**config.mk**
```make
export PLATFORM = sky130hd
export DESIGN_NAME = botao_pedestre
export DESIGN_NICKNAME = d
export VERILOG_FILES = /design/src/rtl/semaforo_pkg.sv /design/src/rtl/botao_pedestre_debounce.sv /design/src/rtl/botao_pedestre.sv
export SDC_FILE = /design/constraint.sdc
export NUM_CORES = 1
export LEC_CHECK = 0
export CORE_AREA = 4 4 41 43
export CTS_CLUSTER_SIZE = 25
export DETAILED_ROUTE_END_ITERATION = 6
export DIE_AREA = 0 0 45 47
export PLACE_DENSITY = 0.7
export SETUP_SLACK_MARGIN = 0.05
export SLEW_MARGIN = 20
export SYNTH_ARGS = -nofsm -noshare
export SYNTH_HDL_FRONTEND = slang
export SYNTH_SLANG_ARGS = --single-unit
```
**constraint.sdc**
```tcl
create_clock -name clk -period 1.85 [get_ports clk]
set_input_delay 0.37 -clock clk [delete_from_list [all_inputs] [get_ports clk]]
set_output_delay 0.37 -clock clk [all_outputs]
set_load 0.01 [all_outputs]
```
**src/rtl/semaforo_pkg.sv**
```systemverilog
// Light encodings shared with semaforo, plus the state codes of the pedestrian-button FSM.
package semaforo_pkg;

  localparam logic [2:0] LUZ_VERDE    = 3'b001;
  localparam logic [2:0] LUZ_AMARELA  = 3'b010;
  localparam logic [2:0] LUZ_VERMELHA = 3'b100;

  typedef enum logic [1:0] {
    OCIOSO   = 2'd0,
    PEDIDO   = 2'd1,
    ATENDIDO = 2'd2,
    BLOQUEIO = 2'd3
  } estado_t;

  // Codes that are not one-hot never count as red.
  function automatic logic eh_vermelho(input logic [2:0] luz);
    return luz == LUZ_VERMELHA;
  endfunction

endpackage

```
**src/rtl/botao_pedestre_debounce.sv**
```systemverilog
// debounce_botao: two-flop synchroniser and counter debouncer for the raw button.
// rise pulses for one cycle, during the cycle whose closing edge flips deb 0->1.
module debounce_botao #(
  parameter logic [7:0] DEB_CYCLES = 8'd4
) (
  input  logic clk,
  input  logic rst,
  input  logic bt_in,
  output logic rise
);

  logic       s1;
  logic       s2;
  logic       deb;
  logic [7:0] cnt;
  logic       flip;

  // deb changes only after DEB_CYCLES consecutive edges of disagreement.
  assign flip = (s2 != deb) && (cnt == DEB_CYCLES - 8'd1);
  assign rise = flip && !deb;

  always_ff @(posedge clk or negedge rst) begin
    if (!rst) begin
      s1  <= 1'b0;
      s2  <= 1'b0;
      deb <= 1'b0;
      cnt <= 8'd0;
    end else begin
      s1 <= bt_in;
      s2 <= s1;
      if (s2 == deb) begin
        cnt <= 8'd0;
      end else if (flip) begin
        deb <= ~deb;
        cnt <= 8'd0;
      end else begin
        cnt <= cnt + 8'd1;
      end
    end
  end

endmodule

```
**src/rtl/botao_pedestre.sv**
```systemverilog
// botao_pedestre: latches one crossing request for semaforo and holds it until light A is red.
// Define BOTAO_BLOQUEIO_EN to add the HOLD_CYCLES re-arm lockout after each served request.
module botao_pedestre
  import semaforo_pkg::*;
#(
  parameter logic [7:0] DEB_CYCLES  = 8'd4,
  parameter logic [7:0] HOLD_CYCLES = 8'd10
) (
  input  logic       clk,
  input  logic       rst,
  input  logic       bt_in,
  input  logic [2:0] A,
  output logic       bt,
  output logic       pedido,
  output logic [1:0] estado
);

  estado_t estado_q;
  estado_t estado_d;
  logic    rise;
  logic    vermelho;

  debounce_botao #(.DEB_CYCLES(DEB_CYCLES)) u_debounce (
    .clk   (clk),
    .rst   (rst),
    .bt_in (bt_in),
    .rise  (rise)
  );

  // A comes registered from semaforo in this clock domain, so no synchroniser.
  assign vermelho = eh_vermelho(A);

`ifdef BOTAO_BLOQUEIO_EN
  logic [7:0] hold_cnt;
  logic       hold_fim;

  always_ff @(posedge clk or negedge rst) begin
    if (!rst) begin
      hold_cnt <= 8'd0;
    end else if (estado_q != BLOQUEIO) begin
      hold_cnt <= 8'd0;
    end else begin
      hold_cnt <= hold_cnt + 8'd1;
    end
  end

  assign hold_fim = (hold_cnt == HOLD_CYCLES - 8'd1);
`else
  // Without the lockout HOLD_CYCLES has no effect.
  logic unused_hold;
  assign unused_hold = ^HOLD_CYCLES;
`endif

  always_ff @(posedge clk or negedge rst) begin
    if (!rst) begin
      estado_q <= OCIOSO;
    end else begin
      estado_q <= estado_d;
    end
  end

  // Handshake: bt is a level request held from the press until the edge at which
  // A is sampled red (the acknowledge); the next request needs A to leave red first.
  always_comb begin
    estado_d = estado_q;
    case (estado_q)
      OCIOSO:   if (rise) estado_d = PEDIDO;
      PEDIDO:   if (vermelho) estado_d = ATENDIDO;
`ifdef BOTAO_BLOQUEIO_EN
      ATENDIDO: if (!vermelho) estado_d = BLOQUEIO;
      BLOQUEIO: if (hold_fim) estado_d = OCIOSO;
`else
      ATENDIDO: if (!vermelho) estado_d = OCIOSO;
      BLOQUEIO: estado_d = OCIOSO;
`endif
      default:  estado_d = OCIOSO;
    endcase
  end

  always_comb begin
    bt     = 1'b0;
    pedido = 1'b0;
    if (estado_q == PEDIDO) begin
      bt     = 1'b1;
      pedido = 1'b1;
    end
  end

  assign estado = estado_q;

endmodule

```
==> metrics, run 1 <==
R2R Path Start=u_debounce.cnt[3]$_DFF_PN0_; final WL=972 um; static leakage=0.3467 nW; Port Buf Inserts=9; later-pin clock latency in the skew report=270 ps; initial antenna violation count=0; cts hold-fix bufs=0; final setup violation count=0; setup_tns=0 ps; skew final=0.8116 ps; Worst Setup SP=u_debounce.cnt[3]$_DFF_PN0_; GRT overflow=0; Crit-path slowest cell=or4_4; Hold WC Path Type=register to register; Layout area overhead=23.46%; post-synthesis cell count=55; Avg WL per Cell=11.71 um; FP Rows=13; chip height=47 um; via count=439; Root Driver=clkbuf_4; DP Wirelength=764.6 um; CTS tree=built; PD cells=1095 nW/um^2; # diodes=0; Worst path max stage delay=600 ps; post-route ant nets=0; I/O pin cnt=10; DIE AREA=2115 sq um; Worst Path Arrival=1830 ps; Clock transition at path regs=70 ps; core area=1301 sq um; Pins Over Slew Limit=0; gr usage total=0.1164; Critical Path RT=2010 ps; unrepaired setup endpoints after global routing=false; Seq cells post-synth=13; CP cell instances=or4_4, nor3_4, mux2_1; worst slew pin tran=550.5 ps; CP endpoint=u_debounce.deb$_DFFE_PN0P_; DR pass1 iterations=4; synthesized area=608.1 sq um; Post-Syn Area per Cell=11.06 sq um; Fmax achieved=600.7 MHz; Final Hold Fails=0; Rel. slew slack=0.6318; Yosys cell types=22; Critical Path Source Type=register; Max Buffers Root-to-Sink=2; Critical R2R Capture=u_debounce.deb$_DFFE_PN0P_; part of the Yosys area used for sequential elements=0.5350; status=finished clean; YS warnings=0; final period utilization=0.8998; detailed router's first-iteration violation count=4; r2r setup slk=190 ps; Worst setup EP type=register; # DRC=0; share of cells above drive strength 1=0.1176; width of the die=45 um; first-pass GRT wire length=1745 um; fin nets=76; CTS Sinks=13; largest net degree at the start of global routing=14; Tmin final=1665 ps; clock buffer count from CTS=3; Synth Net Count=62; max_cap viols=0; vias in the first global route=428; critical path type=register to register; initial core utilization=0.4673; CP max FO=5; r2r worst-path depth=3; final RePlAce weighted congestion=0.7615; Max VDD drop=0.0004880 V; H-tree Lvls=1; Util after Layout=0.5769; vias per cell=5.289
## worst max-delay path, delay by kind of cell (launching register included)
kind	cells	cell delay (ps)
multiplexers	1	330
AND/OR/NAND/NOR	2	790
flip-flops	1	430
## cell usage after synthesis
cell / count / share of area
nand3_1: 4 / 0.033
mux2_1: 1 / 0.019
o21bai_1: 1 / 0.012
xnor2_1: 2 / 0.029
xor2_1: 3 / 0.043
dfrtp_1: 13 / 0.53
nor3_4: 1 / 0.027
or4_4: 1 / 0.019
nor2_1: 6 / 0.037
a22o_1: 1 / 0.014
nor4b_1: 1 / 0.014
nand2_1: 3 / 0.019
nor2b_1: 1 / 0.010
o31ai_4: 1 / 0.035
inv_1: 2 / 0.012
nand4_1: 1 / 0.010
a21oi_1: 4 / 0.033
or3_1: 3 / 0.031
buf_4: 1 / 0.012
o21ai_0: 3 / 0.025
ha_1: 1 / 0.021
nand2b_1: 1 / 0.010
## how the worst min path moves through the flow
stage | startpoint | end | slack [ps] | cells after the start
finish | u_debounce.s1$_DFF_PN0_ | u_debounce.s2$_DFF_PN0_ | 350 | 0
global route | u_debounce.s1$_DFF_PN0_ | u_debounce.s2$_DFF_PN0_ | 360 | 0
CTS | u_debounce.s1$_DFF_PN0_ | u_debounce.s2$_DFF_PN0_ | 350 | 0
detailed placement | u_debounce.s1$_DFF_PN0_ | u_debounce.s2$_DFF_PN0_ | 340 | 0
global placement | u_debounce.s1$_DFF_PN0_ | u_debounce.s2$_DFF_PN0_ | 330 | 0
floorplan | rst | estado[0]$_DFFE_PN0P_ | 70 | 0
## flip-flops by register name (all words and copies together) (netlist names)
name,count
u_debounce.s1,1
estado,2
u_debounce.s2,1
u_debounce.deb,1
u_debounce.cnt,8
## cell type report
cell class	instances	area, sq um
fill	117	550.5
multi-input combinational	39	270.3
clock buffer	4	26.28
inverter	2	7.507
timing repair buffer	10	102.6
tap	15	18.77
sequential	13	325.3
## cells by family (layout without fill, tap and decap cells)
kind of cell    after synthesis  count (layout)  share of synthesized area
simple gates                 22              22                     0.2099
flops                        13              13                     0.5350
compound gates               10              10                     0.1193
xor+xnor                      5               5                    0.07203
buf+inv                       3              16                    0.02470
fa+ha+maj                     1               1                    0.02057
mux                           1               1                    0.01852
## report_power, final
group          internal (mW)  switching, mW
combinational          0.152          0.131
sequential             0.327         0.0395
clock                 0.0836         0.0889
total                  0.562          0.260
## per-layer routing
metal  wire length (um)  share of wire  track usage  vias up
met5                  0              0            0        -
met4                 36          0.037      0.07018        0
met3                 45          0.046      0.03831        5
met2                452           0.47       0.1921       11
met1                438           0.45       0.1310      203
li1                   -              -            -      220
## layout by cell type (no fill, tap or decap), drive strengths merged
cell type       n
a21oi           4
a22o            1
buf             1
clkbuf          4
clkdlybuf4s50   7
dfrtp          13
dlymetal6s2s    2
ha              1
inv             2
mux2            1
nand2           3
nand2b          1
nand3           4
nand4           1
nor2            6
nor2b           1
nor3            1
nor4b           1
o21ai           3
o21bai          1
o31ai           1
or3             3
or4             1
xnor2           2
xor2            3
## repair_timing
action	CTS	global route
pin swaps	0	0
setup endpoints to repair	2	2
setup buffers	1	0
resized for setup	1	2
## per-stage QoR
stage	instances	setup WS (ps)	power, mW	area, sq um	hold slack (ps)
5_1_grt	83	136.2	0.8830	750.7	361.3
3_5_place_dp	78	191.2	0.6497	709.4	336.5
2_1_floorplan	55	234.2	0.5479	608.1	74.41
6_report	83	185.3	0.8221	750.7	351.4
3_3_place_gp	78	211.5	0.6449	709.4	332.6
4_1_cts	83	53.28	0.8427	745.7	354.3
(Power assumes the default switching activity.)
==> run 2, diff against run 1 <==
--- a/config.mk
+++ b/config.mk
@@ -9,9 +9,10 @@
 export CTS_CLUSTER_SIZE = 25
 export DETAILED_ROUTE_END_ITERATION = 6
 export DIE_AREA = 0 0 45 47
-export PLACE_DENSITY = 0.7
+export PLACE_DENSITY = 0.68
 export SETUP_SLACK_MARGIN = 0.05
 export SLEW_MARGIN = 20
 export SYNTH_ARGS = -nofsm -noshare
 export SYNTH_HDL_FRONTEND = slang
+export SYNTH_HIERARCHICAL = 1
 export SYNTH_SLANG_ARGS = --single-unit
==> run 2 against run 1 <==
  * Routed wire length up 11%
  * Register-to-register slack better by 50 ps
  * Non-clock buffer count unchanged
  * Area after synthesis shrank 3.3%
  * Largest power group unchanged
  * Final area is 3.0% lower
  * Clock skew up 1.7 ps
  * Critical endpoint is now estado[0]
==> metrics, run 2 <==
FP Rows=13; first-pass GRT wire length=1794 um; Hold WC Path Type=register to register; CP cell instances=buf_4, clkdlybuf4s50_1; chip height=47 um; Yosys cell types=22; r2r setup slk=240 ps; Util after Layout=0.5596; Crit-path slowest cell=clkdlybuf4s50_1; H-tree Lvls=1; Tmin final=1643 ps; Max Buffers Root-to-Sink=2; unrepaired setup endpoints after global routing=false; initial core utilization=0.4519; post-route ant nets=0; skew final=2.539 ps; part of the Yosys area used for sequential elements=0.5532; number of synthesized flops with an enable pin=0; # diodes=0; CP Buf/Inv Count=2; number of flip-flops in the largest register=8; vias per cell=5.444; DIE AREA=2115 sq um; critical path type=register to output pin; synthesized area=588.1 sq um; top post-synthesis cells by area=dfrtp_1 (55%), nor2_1 (4.5%), xnor2_1 (4.5%); # DRC=0; share of cells above drive strength 1=0.1061; gr usage total=0.1221; Worst setup EP type=output pin; main flop type after synthesis=dfrtp_1; Worst Path Arrival=1270 ps; Root Driver=clkbuf_4; Worst path max stage delay=530 ps; Synth top area share=0.5532; via count=441; DP Wirelength=831.9 um; largest net degree at the start of global routing=14; initial antenna violation count=0; Seq cells post-synth=13; DR pass1 iterations=3; Pins Over Slew Limit=0; crit-path leading delay family=buffers and inverters; most frequent cells after synthesis=dfrtp_1 (13), nor2_1 (7); status=finished clean; CTS Sinks=13; Synth Net Count=61; Final Hold Fails=0; CP max FO=4; Rel. slew slack=0.6290; final setup violation count=0; max_cap viols=0; final WL=1076 um; fin nets=75; detailed router's first-iteration violation count=6; Synth async-reset ratio=1.000; Clock transition at path regs=70 ps; CTS tree=built; cell taking the most area after synthesis=dfrtp_1; cell with the most instances after synthesis=dfrtp_1; width of the die=45 um; later-pin clock latency in the skew report=270 ps; cts hold-fix bufs=0; vias in the first global route=423; Fmax achieved=608.6 MHz; PD cells=1158 nW/um^2; Biggest register=u_debounce/cnt; static leakage=0.3480 nW; final RePlAce weighted congestion=0.7452; Critical Path Source Type=register; Max VDD drop=0.0005667 V; final period utilization=0.8881; Post-Syn Area per Cell=11.10 sq um; I/O pin cnt=10; core area=1301 sq um; GRT overflow=0; setup_tns=0 ps; Critical Path RT=1480 ps; Port Buf Inserts=9; commonest non-fill, non-tap cell in the layout=dfrtp_1; clock buffer count from CTS=3; commonest cells after routing, fill and taps aside=dfrtp_1 (13), nor2_1 (7), clkdlybuf4s50_1 (7); Avg WL per Cell=13.28 um; post-synthesis cell count=53; worst slew pin tran=554.8 ps; Layout area overhead=23.83%; YS warnings=6
[run 2: cells by family (layout without fill, tap and decap cells)]
family | Yosys count | after routing | share of synthesized area
xor gates and xnor gates | 5 | 5 | 0.07448
and+or+nand+nor | 21 | 21 | 0.1936
DFF | 13 | 13 | 0.5532
buffers and inverters | 3 | 16 | 0.02554
muxes | 1 | 1 | 0.02552
adders and majority gates | 2 | 2 | 0.04255
AOI/OAI and AO/OA | 8 | 8 | 0.08511
[run 2: worst register-to-register path, cell delays in order (launching register included)]
cell      delay [ps]
dfrtp_1          420
ha_1             210
nor4b_2          240
nand2_1          140
nor3b_1          220
nor2_1            60
a311oi_1         230
[run 2: metal layers]
layer / part of all wire / vias to the layer above / wire length [um] / global-route usage
li1: - / 208 / - / -
met1: 0.42 / 222 / 453 / 0.1289
met2: 0.51 / 7 / 550 / 0.1949
met3: 0.037 / 4 / 40 / 0.06130
met4: 0.029 / 0 / 31 / 0.07602
met5: 0 / - / 0 / 0
[run 2: what timing repair did]
action / in CTS / in global routing
resized for setup: 0 / 2
endpoints found under the setup margin: 2 / 2
buffers inserted: 1 / 0
[run 2: layout make-up]
cell class              instances  area, sq um
fillers                       118        573.1
flip-flops and latches         13        325.3
multi-input cells              37        247.7
repair buffers                 10        102.6
clock buffers                   4        26.28
well taps                      15        18.77
inverters                       2        7.507
[run 2: power by group]
part	switching [mW]	leakage (nW)	internal, mW
logic	0.134	0.161	0.155
registers	0.0511	0.172	0.334
clock network	0.0856	0.0150	0.0835
total	0.270	0.348	0.573
[run 2: worst paths after layout]
check,start,end,cells after the start
setup reg to reg,u_debounce/cnt[0]$_DFF_PN0_,estado[0]$_DFFE_PN0P_,6
hold reg to reg,u_debounce/s1$_DFF_PN0_,u_debounce/s2$_DFF_PN0_,0
setup / recovery,estado[0]$_DFFE_PN0P_,estado[0],2
hold / removal,u_debounce/s1$_DFF_PN0_,u_debounce/s2$_DFF_PN0_,0
min in group asynchronous,rst,u_debounce/cnt[7]$_DFF_PN0_,1
max in group asynchronous,rst,estado[0]$_DFFE_PN0P_,1
[run 2: metrics by stage]
stage	instances	setup slack (ps)	power, mW	hold WS [ps]	area (sq um)
finish	81	207.0	0.8433	354.7	728.2
floorplan	53	399.8	0.5598	74.41	588.1
global route	81	91.35	0.9025	370.2	728.2
global placement	76	307.8	0.6648	343.9	689.4
CTS	81	77.39	0.8642	357.7	723.2
detailed placement	76	239.8	0.6707	340.5	689.4
